[src/rtl/tusca_dht11_leitor_if.sv]
// Request/result bundle between the TUSCA control unit (master) and the DHT11 reader (slave).
// The reader answers one medir_dht11 request with a single pronto_medida pulse and its results.
interface tusca_dht11_leitor_if;
    logic        medir_dht11;
    logic        pronto_medida;
    logic [15:0] umidade;
    logic [15:0] temperatura;
    logic        erro_checksum;
    logic        erro_timeout;

    modport master (
        output medir_dht11,
        input  pronto_medida, umidade, temperatura, erro_checksum, erro_timeout
    );

    modport slave (
        input  medir_dht11,
        output pronto_medida, umidade, temperatura, erro_checksum, erro_timeout
    );
endinterface

[src/rtl/tusca_dht11_leitor.sv]
// Purpose: runs one DHT11 single-wire transaction per request and returns checked humidity/temperature.
// Latency: pronto_medida no earlier than T_START + sensor frame; timeouts bound every wait to T_TIMEOUT.
// Backpressure: none; requests arriving outside OCIOSO are dropped, one pronto pulse per accepted request.
module tusca_dht11_leitor #(
    parameter int T_START      = 900_000,
    parameter int T_BIT_LIMIAR = 2_500,
    parameter int T_TIMEOUT    = 10_000,
    parameter int CW           = 20
) (
    input  logic                   clock,
    input  logic                   reset,
    input  logic                   dht_in,
    output logic                   dht_oe,
    tusca_dht11_leitor_if.slave    ctl
);

    typedef enum logic [3:0] {
        OCIOSO, INICIO, LIBERA, RESP_BAIXO, RESP_ALTO,
        BIT_BAIXO, BIT_ALTO, CONFERE, FIM
    } estado_t;

    localparam logic [CW-1:0] LIM_START = CW'(T_START - 1);
    localparam logic [CW-1:0] LIM_ESPERA = CW'(T_TIMEOUT - 1);
    localparam logic [CW-1:0] LIM_BIT = CW'(T_BIT_LIMIAR);

    estado_t        estado;
    logic [CW-1:0]  cnt;
    logic [CW-1:0]  cnt_sat;
    logic [5:0]     bit_idx;
    logic [39:0]    shift;
    logic           s_meta;
    logic           s;
    logic           oe_r;
    logic           pronto_r;
    logic [15:0]    umid_r;
    logic [15:0]    temp_r;
    logic           erro_ck_r;
    logic           erro_to_r;
    logic [7:0]     soma;
    logic           estourou;

    assign cnt_sat  = (cnt == '1) ? cnt : cnt + CW'(1);
    assign estourou = (cnt == LIM_ESPERA);
    assign soma     = shift[39:32] + shift[31:24] + shift[23:16] + shift[15:8];

    assign dht_oe            = oe_r;
    assign ctl.pronto_medida = pronto_r;
    assign ctl.umidade       = umid_r;
    assign ctl.temperatura   = temp_r;
    assign ctl.erro_checksum = erro_ck_r;
    assign ctl.erro_timeout  = erro_to_r;

    always_ff @(posedge clock) begin
        if (reset) begin
            estado    <= OCIOSO;
            cnt       <= '0;
            bit_idx   <= '0;
            shift     <= '0;
            s_meta    <= 1'b1;
            s         <= 1'b1;
            oe_r      <= 1'b0;
            pronto_r  <= 1'b0;
            umid_r    <= '0;
            temp_r    <= '0;
            erro_ck_r <= 1'b0;
            erro_to_r <= 1'b0;
        end else begin
            s_meta   <= dht_in;
            s        <= s_meta;
            pronto_r <= 1'b0;
            cnt      <= cnt_sat;

            case (estado)
                OCIOSO: begin
                    cnt <= '0;
                    if (ctl.medir_dht11) begin
                        estado    <= INICIO;
                        oe_r      <= 1'b1;
                        erro_ck_r <= 1'b0;
                        erro_to_r <= 1'b0;
                        bit_idx   <= '0;
                        shift     <= '0;
                    end
                end
                INICIO: begin
                    if (cnt == LIM_START) begin
                        estado <= LIBERA;
                        oe_r   <= 1'b0;
                        cnt    <= '0;
                    end
                end
                LIBERA, RESP_BAIXO, RESP_ALTO, BIT_BAIXO: begin
                    // Each wait state looks for one specific level on the synchronised line.
                    if ((estado == RESP_BAIXO || estado == BIT_BAIXO) ? s : !s) begin
                        cnt <= '0;
                        case (estado)
                            LIBERA:     estado <= RESP_BAIXO;
                            RESP_BAIXO: estado <= RESP_ALTO;
                            RESP_ALTO:  estado <= BIT_BAIXO;
                            default:    estado <= BIT_ALTO;
                        endcase
                    end else if (estourou) begin
                        estado    <= FIM;
                        pronto_r  <= 1'b1;
                        erro_to_r <= 1'b1;
                        cnt       <= '0;
                    end
                end
                BIT_ALTO: begin
                    if (!s) begin
                        // High-time length decides the bit value; bits arrive MSB first.
                        shift   <= {shift[38:0], (cnt >= LIM_BIT)};
                        bit_idx <= bit_idx + 6'd1;
                        estado  <= (bit_idx == 6'd39) ? CONFERE : BIT_BAIXO;
                        cnt     <= '0;
                    end else if (estourou) begin
                        estado    <= FIM;
                        pronto_r  <= 1'b1;
                        erro_to_r <= 1'b1;
                        cnt       <= '0;
                    end
                end
                CONFERE: begin
                    if (soma == shift[7:0]) begin
                        umid_r <= shift[39:24];
                        temp_r <= shift[23:8];
                    end else begin
                        erro_ck_r <= 1'b1;
                    end
                    estado   <= FIM;
                    pronto_r <= 1'b1;
                    cnt      <= '0;
                end
                FIM: begin
                    estado <= OCIOSO;
                    cnt    <= '0;
                end
                default: begin
                    estado <= OCIOSO;
                    oe_r   <= 1'b0;
                    cnt    <= '0;
                end
            endcase
        end
    end

endmodule

[src/flat_wrapper.sv]
// flat-port wrapper written by rule: the top's interface ports become plain ports
module tusca_dht11_leitor_flat 
#(
    parameter int T_START      = 900_000,
    parameter int T_BIT_LIMIAR = 2_500,
    parameter int T_TIMEOUT    = 10_000,
    parameter int CW           = 20
)
  (clock, reset, dht_in, dht_oe, ctl_medir_dht11, ctl_pronto_medida, ctl_umidade, ctl_temperatura, ctl_erro_checksum, ctl_erro_timeout);
  tusca_dht11_leitor_if ctl_i ();
  input  logic clock;
  input  logic reset;
  input  logic dht_in;
  output logic dht_oe;
  input wire logic [$bits(ctl_i.medir_dht11)-1:0] ctl_medir_dht11;
  output wire logic [$bits(ctl_i.pronto_medida)-1:0] ctl_pronto_medida;
  output wire logic [$bits(ctl_i.umidade)-1:0] ctl_umidade;
  output wire logic [$bits(ctl_i.temperatura)-1:0] ctl_temperatura;
  output wire logic [$bits(ctl_i.erro_checksum)-1:0] ctl_erro_checksum;
  output wire logic [$bits(ctl_i.erro_timeout)-1:0] ctl_erro_timeout;
  assign ctl_i.medir_dht11 = ctl_medir_dht11;
  assign ctl_pronto_medida = ctl_i.pronto_medida;
  assign ctl_umidade = ctl_i.umidade;
  assign ctl_temperatura = ctl_i.temperatura;
  assign ctl_erro_checksum = ctl_i.erro_checksum;
  assign ctl_erro_timeout = ctl_i.erro_timeout;
  tusca_dht11_leitor #(.T_START(T_START), .T_BIT_LIMIAR(T_BIT_LIMIAR), .T_TIMEOUT(T_TIMEOUT), .CW(CW)) u_core (.clock(clock), .reset(reset), .dht_in(dht_in), .dht_oe(dht_oe), .ctl(ctl_i));
endmodule
[config.mk]
export PLATFORM = sky130hd
export DESIGN_NAME = tusca_dht11_leitor_flat
export DESIGN_NICKNAME = d
export VERILOG_FILES = /design/src/rtl/tusca_dht11_leitor_if.sv /design/src/rtl/tusca_dht11_leitor.sv /design/src/flat_wrapper.sv
export SDC_FILE = /design/constraint.sdc
export NUM_CORES = 1
export LEC_CHECK = 0
export BUFFER_PORTS_ARGS = -buffer_cell sky130_fd_sc_hd__buf_2
export CAP_MARGIN = 20
export CELL_PAD_IN_SITES_DETAIL_PLACEMENT = 1
export CELL_PAD_IN_SITES_GLOBAL_PLACEMENT = 2
export CORE_MARGIN = 2
export CORE_UTILIZATION = 37
export CTS_CLUSTER_SIZE = 12
export DETAILED_ROUTE_END_ITERATION = 16
export PLACE_DENSITY_LB_ADDON = 0.25
export RECOVER_POWER = 100
export REMOVE_ABC_BUFFERS = 1
export SYNTH_ARGS = -nofsm -noshare
export SYNTH_HDL_FRONTEND = slang
export SYNTH_SLANG_ARGS = --single-unit
export TNS_END_PERCENT = 100
[constraint.sdc]
create_clock -name clock -period 4 [get_ports clock]
set_input_delay 0.2 -clock clock [delete_from_list [all_inputs] [get_ports clock]]
set_output_delay 0.2 -clock clock [all_outputs]
set_load 0.005 [all_outputs]
Word-level counts from Yosys, hierarchy flattened
Index checks and enable logic that the tools add are counted.

Flip-flop bits (word level): 108. Word-level logic and storage cells: 87. Output and inout bits: 36. Input port bits: 4.

Equality and inequality tests: 19. Reduce and logical (&&, ||, !) cells: 14. Multiplexer cells: 35. Bitwise gates (word level): 1. $add $sub $neg: 5. Magnitude comparators: 1.

Operator list (number): 20-bit 2-to-1 mux (5); 40-bit 2-to-1 mux (2); 40-bit case mux with 2 select lines (1); 20-bit case mux with 3 select lines (1); 20-bit == test, second input constant (2); 8-bit adder (3); 20-bit by 1-bit adder with 20-bit output, second input constant (1); 20-bit by 14-bit == test with 1-bit output, second input constant (1); 20-bit by 12-bit >= comparator with 1-bit output, second input constant (1); 4-bit 2-to-1 mux (5); 4-bit case mux with 5 select lines (1); 4-bit by 3-bit == test with 1-bit output, second input constant (4); 6-bit 2-to-1 mux (2); 6-bit case mux with 2 select lines (1); 1-bit 2-to-1 mux (11); 1-bit case mux with 3 select lines (3); 3-bit case mux with 3 select lines (1); 3-bit AND reduction (3); 4-bit by 2-bit == test with 1-bit output, second input constant (2); 8-bit == test (1); 2-bit inequality test, second input constant (4); 7-bit OR reduction (1); 6-bit by 1-bit adder with 6-bit output, second input constant (1); 6-bit == test, second input constant (1); other kinds (14) (17).

Longest topological paths before layout
Gate-level depths: netlist of the first run.

Depth in word-level cells: 6. Mapped depth: 14. Gate-level depth less buffers: 13.

Least setup slack after synthesis of the first run
Ideal clock, no wire load.

Path type: flip-flop to flip-flop. From: reg u_core.shift[9]. To: reg u_core.temp_r[2] (netlist: u_core.ctl.temperatura[2]). Buffers on the path: 1. Stages on the path, launching flop included: 15. Data required time: 3.868 ns. Setup time: 0.132 ns. Data arrival time: 3.363 ns. Clock period less this slack: 3.495 ns. Setup slack: 0.505 ns. Cells stage by stage: dfxtp_1 -> fa_1 -> inv_1 -> fa_1 -> inv_1 -> ha_1 -> inv_1 -> fa_1 -> xnor2_1 -> nor3_1 -> o2111ai_1 -> or4_4 -> clkbuf_1 -> o21ai_0 -> a21oi_1.

Word-level cells in the longest chain between the ends: 3.

Ends and longest elaborated chain: from (decl) (RTL line tusca_dht11_leitor.sv:30) `logic [39:0] shift;`; from (signal assigned) (RTL line tusca_dht11_leitor.sv:112) `shift <= {shift[38:0], (cnt >= LIM_BIT)};`; 8-bit adder (RTL line tusca_dht11_leitor.sv:44) `assign soma = shift[39:32] + shift[31:24] + shift[23:16] + shift[15:8];`; 8-bit == test (RTL line tusca_dht11_leitor.sv:124) `if (soma == shift[7:0]) begin`; 2-bit AND reduction (no line); to (signal assigned) (RTL line tusca_dht11_leitor.sv:126) `temp_r <= shift[23:8];`; to (decl) (RTL line tusca_dht11_leitor.sv:36) `logic [15:0] temp_r;`.

No other way between the ends. A chain may end at the register's enable or synchronous reset.

Worst setup path in the final report of the first run
From: reg u_core.shift[9]. To: reg u_core.umid_r[0] (netlist: u_core.ctl.umidade[0]).

Word-level cells in the longest chain between the ends: 3.

Ends and longest elaborated chain: 8-bit adder (RTL line tusca_dht11_leitor.sv:44); 8-bit == test (RTL line tusca_dht11_leitor.sv:124); 2-bit AND reduction (no line); to (signal assigned) (RTL line tusca_dht11_leitor.sv:125) `umid_r <= shift[39:24];`; to (decl) (RTL line tusca_dht11_leitor.sv:35) `logic [15:0] umid_r;`.

No other way between the ends.

==> summary.md, run 1 <==
| Metric | Value |
|---|---|
| CTS sink cnt | `108` |
| CP Class | `reg2reg` |
| Total Die Area | `14,780 sq um` |
| HP Class | `in2reg` |
| Die width | `121.6 um` |
| Setup Skew | `0.007452 ns` |
| Worst path top cell family by delay | `adder cells` |
| Top cells by area, synth | `dfxtp_1, a22oi_1, nor2_1, fa_1, a21oi_1` |
| Port Buffers | `39` |
| Cell count of the worst reg-to-reg path | `13` |
| Routed length per placed instance | `17.26 um` |
| Crit path max-delay cell type | `or4_4` |
| Max IR drop VDD | `0.1639 mV` |
| Nets | `650` |
| Crit path buffers/inverters | `3` |
| Seq cells post-synth | `108` |
| Syn Inst Count | `582` |
| Startpoint types | `flip-flop` |
| Data arrival, critical path | `4.04 ns` |
| Endpoints failing setup | `0` |
| Tmin final | `3.838 ns` |
| Worst-Margin Slew | `2.051 ns` |
| # hold bufs at CTS | `0` |
| Die Height | `121.6 um` |
| Synth top cells by count | `dfxtp_1, nor2_1, a21oi_1, nand3_1, a22oi_1` |
| Area of the mapped netlist | `5116 sq um` |
| R2r startpoint | `u_core.shift[9]` |
| Ports | `40` |
| Internal reg-to-reg setup slack | `0.16 ns` |
| Initial core utilization | `0.3833` |
| Area of the multi-input gates | `2908 sq um` |
| Slew margin rel. | `-0.3676` |
| Layout area overhead | `17.39%` |
| Crit path required time | `4.20 ns` |
| Antenna violations before repair | `0` |
| Post-Route WL | `13,860 um` |
| RR Endpoint | `u_core.ctl.umidade[0]` |
| Slew Viols, Final | `47` |
| Final Hold Fails | `0` |
| Total grt overflow | `0` |
| Async set or reset register ratio after synthesis | `0` |
| Fin area | `6006 sq um` |
| Most common cell in the netlist | `dfxtp_1` |
| Core Area | `13,350 sq um` |
| Max Clock Freq | `260.6 MHz` |
| Pwr Density | `358.0 nW/um^2` |
| Root Buffer | `clkbuf_16` |
| Violated checks | `max-capacitance violations, max-slew violations` |
| Placer Congestion | `0.8096` |
| Number of synthesized flops with an enable pin | `0` |
| Via/cell ratio | `5.447` |
| Dpl hpwl | `8713 um` |
| CP startpoint | `u_core.shift[9]` |
| Final Cycle Share | `0.9594` |
| TritonCTS clock tree | `built` |
| Placed cells | `777` |
| Final ANT Viol Nets | `0` |
| Max-cap violations | `1` |
| Layout cell share with drive strength beyond 1 | `0.1547` |
| DRC Markers | `0` |
| Worst-skew pair later-pin latency | `0.36 ns` |
| RSZ-0062 raised after global routing | `no` |
| Syn avg cell area | `8.791 sq um` |
| Dpl ws | `-0.08746 ns` |
| Area share of the largest cell type after synthesis | `0.4226` |
| First-pass GRT wire length | `21,470 um` |
| Cts bufs inserted | `9` |
| Levels on crit path | `13` |
| Element type at the critical path end | `flip-flop` |
| Total number of yosys warnings | `0` |
| Worst stage delay on the critical path | `0.66 ns` |
| Cell taking the most area after synthesis | `dfxtp_1` |
| Starting DRT DRC Count | `222` |
| Via count | `4,374` |
| CP cell instances | `fa_1 > inv_1 > fa_1 > inv_1 > ha_2 > inv_2 > fa_2 > xnor2_2 > nor3_2 > o2111ai_2 > or4_4 > o21ai_0 > a21oi_1` |
| Register area share after synthesis | `0.4226` |
| Tot GR Track Use | `0.1824` |
| Prevailing post-synth register cell | `dfxtp_1` |
| N_diodes | `0` |
| Buffer depth of the longest clock path | `2` |
| Fin cells | `803` |
| FF+latch area | `2163 sq um` |
| LEAKAGE | `2.106 nW` |
| First-pass DRT Iterations | `5` |
| Clock transition at path regs | `0.07 ns` |
| Row Count | `42` |
| Vias in the first global route | `4,191` |
| CP max FO | `6` |
| # H-tree levels | `3` |
| Yosys cell types | `59` |
| Setup ws final | `0.1625 ns` |
| Fillers | `1,602` |
| DP Area | `5534 sq um` |
| Outcome | `finished with violations` |
| Largest net degree at the start of global routing | `47` |
| Worst Setup EP | `u_core.ctl.umidade[0]` |
[metal layers]
metal / global-route usage / part of all wire / vias up
met5: 0 / 0 / -
met4: 0.06034 / 0.015 / 0
met3: 0.03371 / 0.025 / 14
met2: 0.2851 / 0.46 / 47
met1: 0.2552 / 0.50 / 2155
li1: - / - / 2158
[worst min path at each step]
stage                                      endpoint  cells after the start           from
after floorplan           u_core.ctl.temperatura[0]                      1          reset
after global placement                u_core.s_meta                      2         dht_in
after detailed placement                   u_core.s                      1  u_core.s_meta
after CTS                             u_core.s_meta                      2         dht_in
after global routing                  u_core.s_meta                      2         dht_in
final                                 u_core.s_meta                      2         dht_in
[area by class of cell]
class,instances,share of cell area
Multi-Input combinational cell,423,0.4842
Clock buffer,12,0.04271
Tap cell,176,0.03667
Inverter,18,0.01125
Timing Repair Buffer,62,0.05708
Sequential cell,108,0.3602
Clock inverter,4,0.007917
[state kept, by name (all words and copies together) (netlist names)]
name and cells:
u_core.shift 40, u_core.cnt 20, u_core.ctl.temperatura 16, u_core.ctl.umidade 16, u_core.bit_idx 6, u_core.estado 4
u_core.ctl.erro_checksum 1, u_core.ctl.erro_timeout 1, u_core.ctl.pronto_medida 1, u_core.dht_oe 1, u_core.s 1, u_core.s_meta 1
[layout by cell type (no fill, tap or decap), types with 9 or more instances in the layout]
| master | Yosys | routed |
|---|---|---|
| xnor2_1 | 24 | 20 |
| nand2_1 | 17 | 17 |
| nor3_1 | 12 | 11 |
| nor2_1 | 80 | 80 |
| o21ai_0 | 35 | 17 |
| a22oi_1 | 42 | 42 |
| ha_1 | 10 | 9 |
| clkbuf_16 | 0 | 9 |
| o21ai_1 | 5 | 17 |
| xor2_1 | 11 | 10 |
| fa_1 | 14 | 13 |
| clkbuf_1 | 26 | 22 |
| buf_2 | 6 | 19 |
| nand3_1 | 47 | 47 |
| dfxtp_1 | 108 | 107 |
| a21oi_1 | 47 | 47 |
| buf_4 | 1 | 19 |
| inv_1 | 18 | 17 |
[worst reg2reg max path: cells and delay by family, from the launching register on]
family                     cells  cell delay (ns)
buffers and inverters          3             0.17
adders and majority gates      4             1.70
AOI/OAI and AO/OA              3             0.55
xor gates and xnor gates       1             0.15
and+or+nand+nor                2             0.79
DFF                            1             0.33
[kinds of logic after synthesis]
group                      synth area share
AOI/OAI and AO/OA                    0.1812
DFF                                  0.4226
adders and majority gates           0.07924
muxes                              0.003913
buffers and inverters               0.04549
and+or+nand+nor                      0.2013
xor gates and xnor gates            0.06627
[through the flow]
step,total power [W],utilization,hold slack (ns),TNS (ns)
6_report,0.002150,0.4499,0.03276,0
5_1_grt,0.002236,0.4499,0.04198,0
2_1_floorplan,0.001207,-,0.2691,-7.998
3_3_place_gp,0.001256,0.4146,0.3842,0
3_5_place_dp,0.001259,0.4146,0.3995,-0.6221
4_1_cts,0.002173,0.4382,0.02785,0
[power by group]
group          switching [W]  total [W]  leakage, nW  internal [W]
sequential         0.0000172    0.00110        0.871       0.00108
clock               0.000401   0.000919        0.149      0.000518
combinational      0.0000899   0.000131         1.09     0.0000409
total               0.000508    0.00215         2.11       0.00164
[repair_timing]
action | in CTS | in global routing
gates cloned | 0 | 5
endpoints found under the setup margin | 10 | 33
pin swaps | 0 | 9
setup buffers | 0 | 6
resized for setup | 1 | 46
No activity file was read; power rests on OpenSTA's default activity.
==> run 2, diff against run 1 <==
CORE_ASPECT_RATIO = 2   (was unset)
==> summary.md, run 2 (synthesis results as in run 1) <==
| Metric | Value |
|---|---|
| Endpoints failing setup | `0` |
| Placer Congestion | `0.8063` |
| Clock transition at path regs | `0.08 ns` |
| Dpl hpwl | `9600 um` |
| Setup TNS Final | `0 ns` |
| Commonest cells after routing, fill and taps aside | `dfxtp_1, nor2_1, nand3_1, a22oi_1, a21oi_1` |
| Top Registers | `u_core.shift: 40 flops, u_core.cnt: 20 flops` |
| Ports | `40` |
| Violated checks | `max-capacitance violations, max-slew violations` |
| Setup Skew | `0.01597 ns` |
| Final Cycle Share | `0.9727` |
| Area of the multi-input gates | `2894 sq um` |
| First-pass DRT Iterations | `4` |
| Vias in the first global route | `4,683` |
| Layout area overhead | `17.07%` |
| HP Class | `in2reg` |
| # H-tree levels | `3` |
| Buffer depth of the longest clock path | `2` |
| Slew margin rel. | `-0.3481` |
| Startpoint types | `flip-flop` |
| CP Class | `reg2reg` |
| Final Hold Fails | `0` |
| Tmin final | `3.891 ns` |
| Fin area | `5989 sq um` |
| LEAKAGE | `2.082 nW` |
| Routed length per placed instance | `18.42 um` |
| Via count | `4,399` |
| Starting DRT DRC Count | `172` |
| Fillers | `1,622` |
| CTS sink cnt | `108` |
| Largest net degree at the start of global routing | `85` |
| DP Area | `5498 sq um` |
| Max-cap violations | `2` |
| Port Buffers | `39` |
| Row Count | `60` |
| Crit path required time | `4.21 ns` |
| Via/cell ratio | `5.647` |
| WHS | `0.02456 ns` |
| RSZ-0062 raised after global routing | `yes` |
| Die Height | `170.3 um` |
| Pwr Density | `351.3 nW/um^2` |
| Tot GR Track Use | `0.2014` |
| Slew Viols, Final | `91` |
| Max reg flops | `40` |
| Element type at the critical path end | `flip-flop` |
| Internal reg-to-reg setup slack | `0.11 ns` |
| TritonCTS clock tree | `built` |
| N_diodes | `0` |
| Outcome | `finished with violations` |
| Pwr Total | `0.002104 W` |
| Root Buffer | `clkbuf_16` |
| CP max FO | `6` |
| Layout cell share with drive strength beyond 1 | `0.1715` |
| Max IR drop VDD | `0.2150 mV` |
| Biggest register | `u_core.shift` |
| Most common cell after layout, fill and taps aside | `dfxtp_1` |
| Initial core utilization | `0.3786` |
| Total Die Area | `14,840 sq um` |
| Antenna violations before repair | `0` |
| Total grt overflow | `0` |
| Cts bufs inserted | `9` |
| DRC Markers | `0` |
| Post-Route WL | `14,350 um` |
| First-pass GRT wire length | `23,560 um` |
| Die width | `87.15 um` |
| Core Area | `13,510 sq um` |
| Worst-skew pair later-pin latency | `0.36 ns` |
| Worst-Margin Slew | `2.022 ns` |
| Nets | `647` |
| Data arrival, critical path | `4.10 ns` |
| Max Clock Freq | `257.0 MHz` |
| Final ANT Viol Nets | `0` |
| FF+latch area | `2167 sq um` |
## run 2: layer usage
metal  global-route usage  wire [um]  up-vias
met4              0.06890        341        0
met3              0.03249        295       24
met5                    0          0        -
met2               0.3966       8411       46
met1               0.2055       5298     2190
li1                     -          -     2139
## run 2: final timing paths
kind / end / from / depth (start not counted)
worst max register to register: u_core.ctl.umidade[10] / u_core.shift[25] / 14
worst max-delay path: u_core.ctl.umidade[10] / u_core.shift[25] / 14
worst min-delay path: u_core.s_meta / dht_in / 2
worst min register to register: u_core.s / u_core.s_meta / 1
## run 2: repair_timing
action | 4_1_cts | 5_1_grt
buffers inserted | 2 | 6
gates resized for setup | 3 | 51
hold buffers | 0 | 0
pin swaps | 2 | 15
gates cloned | 1 | 2
endpoints found under the setup margin | 1 | 33
## run 2: power breakdown
group	total [W]	internal, W	leakage, nW	switching, W
sequential	0.00110	0.00108	0.872	0.0000183
combinational	0.000132	0.0000412	1.07	0.0000911
clock	0.000871	0.000435	0.136	0.000437
## run 2: final cells by class
class | instances | share of cell area
Tap cell | 155 | 0.03238
Clock inverter | 6 | 0.008983
Multi-Input combinational cell | 420 | 0.4832
Inverter | 18 | 0.01128
Timing Repair Buffer | 62 | 0.06413
Sequential cell | 108 | 0.3618
Clock buffer | 10 | 0.03823
## run 2: critical path: stages, from the launching register on
cell and delay (ns):
dfxtp_2 0.34, fa_1 0.55, inv_2 0.04, fa_1 0.43, inv_1 0.07, ha_2 0.20, inv_2 0.04, fa_1 0.49
xnor2_1 0.14, nor3_1 0.21, o2111ai_2 0.27, or4_4 0.57, clkbuf_16 0.21, o21ai_2 0.12, a21oi_2 0.07
## run 2: through the flow
| step | util | instances | setup WS (ns) |
|---|---|---|---|
| 2_1_floorplan | - | 544 | -0.2499 |
| 3_3_place_gp | 0.4057 | 751 | -0.2114 |
| 3_5_place_dp | 0.4069 | 752 | 0.006594 |
| 4_1_cts | 0.4312 | 771 | 0.01203 |
| 5_1_grt | 0.4432 | 779 | -0.08804 |
| 6_report | 0.4432 | 779 | 0.1091 |
==> run 3, diff against run 2 <==
CORE_ASPECT_RATIO = 0.6   (was 2)
==> summary.md, run 3 (synthesis results as in run 1) <==
| Metric | Value |
|---|---|
| Largest net degree at the start of global routing | `58` |
| Seq pwr share | `0.523` |
| Die Height | `95.09 um` |
| HP Start | `dht_in` |
| Outcome | `finished with violations` |
| Port Buffers | `39` |
| Top Layer Used | `met4` |
| Antenna violations before repair | `0` |
| CTS sink cnt | `108` |
| WL met2 | `5937 um` |
| Dpl hpwl | `9520 um` |
| LEAKAGE | `2.024 nW` |
| Worst-Margin Slew | `1.976 ns` |
| NetSw | `0.0005351 W` |
| Final Hold Fails | `0` |
| RR Endpoint | `u_core.ctl.temperatura[1]` |
| Core Area | `13,580 sq um` |
| # H-tree levels | `3` |
| R2r startpoint | `u_core.shift[9]` |
| Fillers | `1,588` |
| Internal reg-to-reg setup slack | `0.08 ns` |
| Max Clock Freq | `255.1 MHz` |
| Final ANT Viol Nets | `0` |
| DRC Markers | `0` |
| Tmin final | `3.919 ns` |
| Max reg flops | `40` |
| Worst hold path endpoint | `u_core.s_meta` |
| Internal | `0.001570 W` |
| Max IR drop VDD | `0.1861 mV` |
| Cell count of the worst reg-to-reg path | `16` |
| Data arrival, critical path | `4.20 ns` |
| Buffer depth of the longest clock path | `2` |
| Biggest register | `u_core.shift` |
| Met1 WL | `8175 um` |
| Pwr Density | `357.8 nW/um^2` |
| Fin cells | `794` |
| Row Count | `33` |
| Commonest cells after routing, fill and taps aside | `dfxtp_1, nor2_1, nand3_1, a21oi_1, a22oi_1` |
| Top Registers | `u_core.shift: 40 flops, u_core.cnt: 20 flops` |
| Initial core utilization | `0.3766` |
| CP max FO | `13` |
| Most common cell after layout, fill and taps aside | `dfxtp_1` |
| First-pass DRT Iterations | `5` |
| Element type at the critical path end | `flip-flop` |
| Logic pwr share | `0.066` |
| Starting DRT DRC Count | `299` |
| Violated checks | `max-capacitance violations, max-slew violations` |
| HP Class | `in2reg` |
| Layout area overhead | `14.99%` |
| TritonCTS clock tree | `built` |
| Clock Power Share | `0.412` |
| Die width | `155.8 um` |
| Max-cap violations | `1` |
| Startpoint types | `flip-flop` |
| Layout cell share with drive strength beyond 1 | `0.1260` |
| Root Buffer | `clkbuf_16` |
| Vias in the first global route | `4,246` |
| RSZ-0062 raised after global routing | `yes` |
| Via count | `4,422` |
| Clock transition at path regs | `0.07 ns` |
| N_diodes | `0` |
| Slew Viols, Final | `44` |
| Endpoints failing setup | `0` |
| Total grt overflow | `0` |
| Ports | `40` |
| Placer Congestion | `0.8402` |
| Via/cell ratio | `5.569` |
| Slew margin rel. | `-0.3174` |
| Crit path required time | `4.28 ns` |
| Setup Skew | `0.009366 ns` |
| FF+latch area | `2162 sq um` |
| Pwr Total | `0.002105 W` |
| Routed length per placed instance | `18.63 um` |
| Worst-skew pair later-pin latency | `0.35 ns` |
| Nets | `642` |
| Placed cells | `769` |
| Post-Route WL | `14,790 um` |
| CP Class | `reg2reg` |
| Final Cycle Share | `0.9798` |
| Met3 wire len | `499 um` |
| Total Die Area | `14,820 sq um` |
| Area of the multi-input gates | `2831 sq um` |
| First-pass GRT wire length | `22,530 um` |
| Min-Delay Path Depth | `2` |
| Sw frac | `0.2542` |
| Cts bufs inserted | `9` |
| Tot GR Track Use | `0.1908` |
-- run 3: repair_timing --
action                                  4_1_cts  5_1_grt
buffers inserted                              0        4
endpoints found under the setup margin        0       33
hold buffers                                  0        0
resized for setup                             0       32
-- run 3: cell type report --
| cell class | count | share of cell area |
|---|---|---|
| Multi-Input combinational cell | 422 | 0.4813 |
| Sequential cell | 108 | 0.3675 |
| Inverter | 18 | 0.01148 |
| Clock buffer | 10 | 0.04062 |
| Clock inverter | 6 | 0.008082 |
| Tap cell | 175 | 0.03722 |
| Timing Repair Buffer | 55 | 0.05381 |
-- run 3: worst max path at each step --
| stage | from | endpoint | slack (ns) |
|---|---|---|---|
| after floorplan | u_core.shift[9] | u_core.ctl.temperatura[0] | -0.25 |
| after global placement | u_core.shift[9] | u_core.ctl.umidade[9] | 0.23 |
| after detailed placement | u_core.shift[9] | u_core.ctl.umidade[11] | 0.06 |
| after CTS | u_core.shift[9] | u_core.ctl.umidade[11] | 0.02 |
| after global routing | u_core.shift[9] | u_core.ctl.temperatura[2] | -0.05 |
| final | u_core.shift[9] | u_core.ctl.temperatura[1] | 0.08 |
-- run 3: routing by layer --
metal,global-route usage,vias up
met5,0,-
met4,0.03899,0
met3,0.03773,16
met2,0.2773,65
met1,0.2912,2205
li1,-,2136
-- run 3: critical path, cell delays in order (launching register included) --
cell and delay [ns]:
dfxtp_1 0.36, fa_1 0.56, inv_1 0.06, fa_1 0.49, inv_1 0.04, ha_1 0.22, inv_1 0.09, fa_1 0.45
xnor2_1 0.15, nor3_2 0.14, o2111ai_2 0.19, buf_4 0.20, nor4_4 0.28, buf_6 0.17, buf_12 0.15, nand3_1 0.14
a21oi_2 0.16
-- run 3: power groups by stage --
stage	Clock, W	Sequential (W)	Combinational [W]
3_5_place_dp	0	0.00113	0.000136
5_1_grt	0.000935	0.00110	0.000155
2_1_floorplan	0	0.00112	0.0000856
3_3_place_gp	0	0.00113	0.000133
6_report	0.000867	0.00110	0.000138
4_1_cts	0.000895	0.00110	0.000138
-- run 3: per-stage QoR --
stage	utilization	setup TNS, ns	hold WS, ns	setup WS [ns]	instance area [sq um]
floorplan	-	-7.998	0.2691	-0.2499	4951
global placement	0.4034	0	0.3836	0.2286	5480
detailed placement	0.4034	0	0.3947	0.05548	5480
CTS	0.4245	0	0.03227	0.02334	5767
global route	0.4331	-0.9086	0.02742	-0.05493	5883
finish	0.4331	0	0.04085	0.08068	5883
